File: config.mk
export PLATFORM = sky130hd
export DESIGN_NAME = csr_col_rule
export DESIGN_NICKNAME = d
export VERILOG_FILES = /design/src/rtl/csr_check_pkg.sv /design/src/rtl/csr_col_rule.sv
export SDC_FILE = /design/constraint.sdc
export NUM_CORES = 1
export LEC_CHECK = 0
export BUFFER_PORTS_ARGS = -buffer_cell sky130_fd_sc_hd__buf_4
export CORE_UTILIZATION = 55
export DETAILED_ROUTE_END_ITERATION = 8
export GPL_TIMING_DRIVEN = 0
export PLACE_DENSITY_LB_ADDON = 0.12
export SETUP_SLACK_MARGIN = 0.15
export SLEW_MARGIN = 25
export SYNTH_ARGS = -nofsm -noshare
export SYNTH_HDL_FRONTEND = slang
export SYNTH_SLANG_ARGS = --single-unit
File: constraint.sdc
create_clock -name vclk -period 5.05
set_input_delay 0.505 -clock vclk [all_inputs]
set_output_delay 0.505 -clock vclk [all_outputs]
set_load 0.01 [all_outputs]
File: src/rtl/csr_check_pkg.sv
// Shared types for the CSR structure checker: sparsity mode, error codes, FSM states.
package csr_check_pkg;

    localparam int CSR_WIDTH = 16;

    typedef enum logic [1:0] {
        MODE_DIAG  = 2'd0,
        MODE_BAND  = 2'd1,
        MODE_LOWER = 2'd2,
        MODE_UPPER = 2'd3
    } mode_e;

    typedef enum logic [2:0] {
        ERR_NONE  = 3'd0,
        ERR_PTR0  = 3'd1,
        ERR_MONO  = 3'd2,
        ERR_NNZ   = 3'd3,
        ERR_RANGE = 3'd4,
        ERR_ORDER = 3'd5,
        ERR_SHAPE = 3'd6
    } err_e;

    typedef enum logic [2:0] {
        ST_IDLE = 3'd0,
        ST_PTR0 = 3'd1,
        ST_PTR  = 3'd2,
        ST_COL  = 3'd3,
        ST_DONE = 3'd4
    } state_e;

endpackage

File: src/rtl/csr_col_rule.sv
// Per-entry column check: range, strict ordering within a row, then sparsity pattern.
module csr_col_rule
    import csr_check_pkg::*;
#(
    parameter int WIDTH = CSR_WIDTH
) (
    input  logic [WIDTH-1:0] col,
    input  logic [WIDTH-1:0] row,
    input  logic [WIDTH-1:0] prev_col,
    input  logic             first,
    input  mode_e            mode,
    input  logic [WIDTH-1:0] band_lo,
    input  logic [WIDTH-1:0] band_hi,
    input  logic [WIDTH-1:0] num_rows,
    output err_e             err
);

    // Band limits are compared with one extra bit so row+band_hi and
    // col+band_lo never wrap (row-band_lo <= col rewritten as row <= col+band_lo).
    logic [WIDTH:0] col_x;
    logic [WIDTH:0] row_x;
    logic [WIDTH:0] lo_sum;
    logic [WIDTH:0] hi_sum;
    logic           shape_bad;

    assign col_x  = {1'b0, col};
    assign row_x  = {1'b0, row};
    assign lo_sum = col_x + {1'b0, band_lo};
    assign hi_sum = row_x + {1'b0, band_hi};

    // Pattern test for the selected mode, then prioritised error selection.
    always_comb begin
        shape_bad = 1'b0;
        case (mode)
            MODE_DIAG:  shape_bad = (col != row);
            MODE_BAND:  shape_bad = (lo_sum < row_x) || (col_x > hi_sum);
            MODE_LOWER: shape_bad = (col > row);
            MODE_UPPER: shape_bad = (col < row);
            default:    shape_bad = 1'b0;
        endcase

        err = ERR_NONE;
        if (col >= num_rows)
            err = ERR_RANGE;
        else if (!first && (col <= prev_col))
            err = ERR_ORDER;
        else if (shape_bad)
            err = ERR_SHAPE;
    end

endmodule

# == Word-level counts from Yosys, hierarchy flattened ==
# Cells that the tools add are included.
# totals
out_inout_bits,3
register_bits,0
inputBits,99
elab_cells,20
# classes
eq_ne,4
add_sub_neg,2
magnitude_cmp,6
reduce_logical,4
muxes,4
# ops
cell,count
$add A16 B16 Y17,2
$gt A16 B17 Y1,1
$lt A17 B16 Y1,1
$ge A16 B16 Y1,1
$gt A16 B16 Y1,1
$le A16 B16 Y1,1
$lt A16 B16 Y1,1
$ne A16 B16 Y1,1
$mux W3,3
$eq A2 B2 Y1 const B,2
$pmux W1 S4,1
$eq A2 B1 Y1 const B,1
$logic_not A2 Y1,1
$logic_and A1 B1 Y1,1
$logic_not A1 Y1,1
$logic_or A1 B1 Y1,1

# == Depth between registers and ports, before layout ==
# logic_depth
depth_word,7
depth_mapped,18
ltp_nobuf,18

# == Worst setup path after synthesis ==
# Ideal clock, no wire load.
# synth_timing
path_type,input-to-output
from,in col[0]
to,out err[1]
cell_stages,17
slack_ns,0.711
path_buffers,0
t_arrival_ns,3.834
cell_sequence,ha_1 > inv_1 > fa_1 > nor2b_4 > o31a_1 > o41ai_4 > o21ai_2 > a2111oi_2 > nor2_1 > xor2_1 > ha_1 > a21o_1 > a2111oi_0 > o21ai_0 > o41ai_1 > o21ai_1 > a21oi_1
# synth_between
elab_chain_cells,7
# synth_lines
element,line_no,source
start: declaration,csr_col_rule.sv:7,"input logic [WIDTH-1:0] col,"
$add A16 B16 Y17,csr_col_rule.sv:28,"assign lo_sum = col_x + {1'b0, band_lo};"
$lt A17 B16 Y1,csr_col_rule.sv:36,MODE_BAND: shape_bad = (lo_sum < row_x) || (col_x > hi_sum);
$logic_or A1 B1 Y1,csr_col_rule.sv:36,
$pmux W1 S4,csr_col_rule.sv:34,case (mode)
$mux W3,csr_col_rule.sv:47,else if (shape_bad)
$mux W3,csr_col_rule.sv:45,else if (!first && (col <= prev_col))
$mux W3 *,csr_col_rule.sv:43,if (col >= num_rows)
end: declaration,csr_col_rule.sv:15,output err_e err
# Mark *: on every way between the ends. The rest lies on a longest branch, timed or not.

# == Worst setup path in the final report ==
# Ends and elaborated chain as after synthesis.

==> results.sh <==
export IMPL_grt_remaining_overflow=0
export IMPL_first_iter_violations=117
export IMPL_syn_inst=421
export IMPL_cp_required_ns=4.55
export IMPL_outcome="completed"
export IMPL_register_area_um2=0
export IMPL_drive_gt1_share_pct=23.0
export IMPL_grt_antenna_before_repair=0
export IMPL_cellPowerDensity_nw_per_um2=118
export IMPL_critPathMaxStageDelay_ns=0.36
export IMPL_nFlopsAndLatches=0
export IMPL_grt_pass1_wl_um=14100
export IMPL_hold_class="input pin to primary output"
export IMPL_grt_max_degree=7
export IMPL_via_count=3461
export IMPL_setup_viol=0
export IMPL_nFillCells=457
export IMPL_p_sw_w=0.000248
export IMPL_slowest_stage="o41ai_4"
export IMPL_netlist_area_um2=3270
export IMPL_worst_pin_slew_ns=0.472
export IMPL_io_buffers=102
export IMPL_start_kind="input pin"
export IMPL_synth_nets=633
export IMPL_nets=740
export IMPL_fp_dieH_um=79.1
export IMPL_rsz0062_at_grt="yes"
export IMPL_grt_usage_pct=27.2
export IMPL_die_x_um=79.1
export IMPL_synthTopCellsByArea="ha_1 (43%), a21oi_1 (6.4%), inv_1 (6.3%)"
export IMPL_coreArea_um2=5610
export IMPL_synth_compound_area_share_pct=28.8
export IMPL_power_leakage_nw=2.33
export IMPL_setup_tns_ns=0
export IMPL_sw_frac_of_total_pct=50.0
export IMPL_pwr_share_clk_pct=0
export IMPL_finalHoldViolCount=0
export IMPL_gp_congestion=0.905
export IMPL_hold_buffers=0
export IMPL_avgSynthCellArea_um2=7.76
export IMPL_wl_per_cell_um=14.2
export IMPL_synth_top_area_share_pct=42.5
export IMPL_worstHoldStart="first"
export IMPL_rows=27
export IMPL_wl_um=8520
export IMPL_ys_seq_area_share_pct=0
export IMPL_die_area_um2=6250
export IMPL_period_share_pct=93.9
export IMPL_place_area_um2=4120
export IMPL_synth_cell_type_count=47
export IMPL_relSlewSlack_pct=67.7
export IMPL_synthXorXnorAreaFrac_pct=6.97
export IMPL_synth_area_leader_cell="ha_1"
export IMPL_fin_area_um2=4200
export IMPL_synth_top_family_by_area="adder cells"
export IMPL_fmax_mhz=211
export IMPL_intPower_w=0.000248
export IMPL_p_comb_share_pct=100.0
export IMPL_whs_endpoint="err[0]"
export IMPL_drcViolationCount=0
export IMPL_worstPathArrival_ns=4.24
export IMPL_ios=102
export IMPL_slew_violations=0
export IMPL_initial_core_util_pct=58.2
export IMPL_antennaDiodeCount=0
export IMPL_ant_nets=0
export IMPL_synthAdderAreaFrac_pct=43.8
export IMPL_finalCriticalPeriod_ns=4.74
export IMPL_irDropWorstVdd_mv=0.0745
export IMPL_maxCapViolations=0
export IMPL_crit_path_end_kind="primary output"
export IMPL_seq_power_share_pct=0
export IMPL_hpwl_um=7540
export IMPL_critical_path_max_fanout=3
export IMPL_synthMuxAreaShare_pct=0.307
export IMPL_synth_simple_gate_area_share_pct=13.9
export IMPL_grt_pass1_vias=3314
export IMPL_dr_pass1_iters=4
export IMPL_crit_type="input pin to primary output"
export IMPL_path_cells="buf_4 > ha_4 > inv_2 > fa_2 > nor2b_4 > o31a_1 > o41ai_4 > o21ai_2 > a2111oi_2 > nor2_1 > xor2_1 > ha_1 > a21o_1 > a2111oi_2 > o21ai_1 > o41ai_2 > o21ai_1 > a21oi_2 > buf_4"
export IMPL_n_clock_buffer=0
export IMPL_whs_path_depth=5
export IMPL_area_growth_syn_to_layout_pct=28.6
export IMPL_vias_per_cell=5.79
export IMPL_yosys_warnings=0
-- kinds of logic (layout without fill, tap and decap cells) --
family / after synthesis / after routing
and+or+nand+nor: 86 / 86
buffers and inverters: 55 / 160
adders and majority gates: 113 / 113
xor gates and xnor gates: 26 / 26
muxes: 1 / 1
AOI/OAI and AO/OA: 140 / 140
-- power groups by stage --
stage	Clock, W	Sequential [W]	Combinational (W)
6_report	0	0	0.000496
5_1_grt	0	0	0.000560
4_1_cts	0	0	0.000478
3_5_place_dp	0	0	0.000476
3_3_place_gp	0	0	0.000455
2_1_floorplan	0	0	0.000321
-- through the flow --
stage	utilization [%]	power, W	hold slack, ns	cells	setup slack (ns)
final	74.9	0.000496	1.43	598	0.307
after global routing	74.9	0.000560	1.47	598	0.0995
after CTS	73.5	0.000478	1.43	595	0.176
after detailed placement	73.5	0.000476	1.43	595	0.196
after global placement	73.5	0.000455	1.45	595	0.185
after floorplan	-	0.000321	1.23	421	0.711
-- routing by layer --
| layer | global-route usage (%) | part of all wire (%) |
|---|---|---|
| met5 | 0 | 0 |
| met4 | 4.18 | 1.4 |
| met3 | 0.575 | 4.1 |
| met2 | 50.8 | 48 |
| met1 | 35.0 | 46 |
-- cells in the final DEF (no fill, tap or decap), types with 5 or more instances in the layout --
cell type,n
a21oi_1,41
o21ai_0,17
nand4_1,10
nor3_1,9
o21a_1,6
buf_4,105
a21o_1,26
a211oi_1,6
o21ai_1,5
nand2b_1,7
xor2_1,10
nand3_1,9
o211ai_1,5
ha_1,109
nand2_1,14
nor2_1,17
xnor2_1,16
o21bai_1,6
inv_1,54
-- worst max-delay path, delay by kind of cell --
| family | cells | cell delay, ns |
|---|---|---|
| adders and majority gates | 3 | 0.71 |
| and+or+nand+nor | 2 | 0.15 |
| xor gates and xnor gates | 1 | 0.16 |
| AOI/OAI and AO/OA | 10 | 2.41 |
| buffers and inverters | 3 | 0.31 |
-- cells in the mapped netlist, types with 5 or more instances --
cell type and instances:
o21ai_0 18, nand2_1 14, xor2_1 10, ha_1 111, nand2b_1 7, a211oi_1 7
xnor2_1 16, a21oi_1 42, inv_1 55, o21bai_1 6, o21a_1 6, nor2_1 17
nor3_1 9, o211ai_1 5, nand4_1 10, nand3_1 9, a21o_1 26
-- worst max path at each step --
stage | startpoint | endpoint | slack, ns | cells after the start
5_1_grt | col[0] | err[1] | 0.1 | 19
6_report | col[0] | err[1] | 0.31 | 19
2_1_floorplan | col[0] | err[1] | 0.71 | 17
3_3_place_gp | row[0] | err[1] | 0.18 | 18
4_1_cts | row[0] | err[1] | 0.18 | 18
3_5_place_dp | row[0] | err[1] | 0.20 | 18
-- repair_timing --
item	4_1_cts	5_1_grt
pin swaps	0	11
buffers inserted	0	3
endpoints found under the setup margin	1	2
resized for setup	1	11
-- final cells by class --
class / count / area, um^2 / area share, %
multi-input combinational: 366 / 3120 / 74.2
timing repair buffer: 105 / 788 / 18.8
inverter: 55 / 206 / 4.92
tap: 72 / 90.1 / 2.14
(Power assumes the default switching activity.)
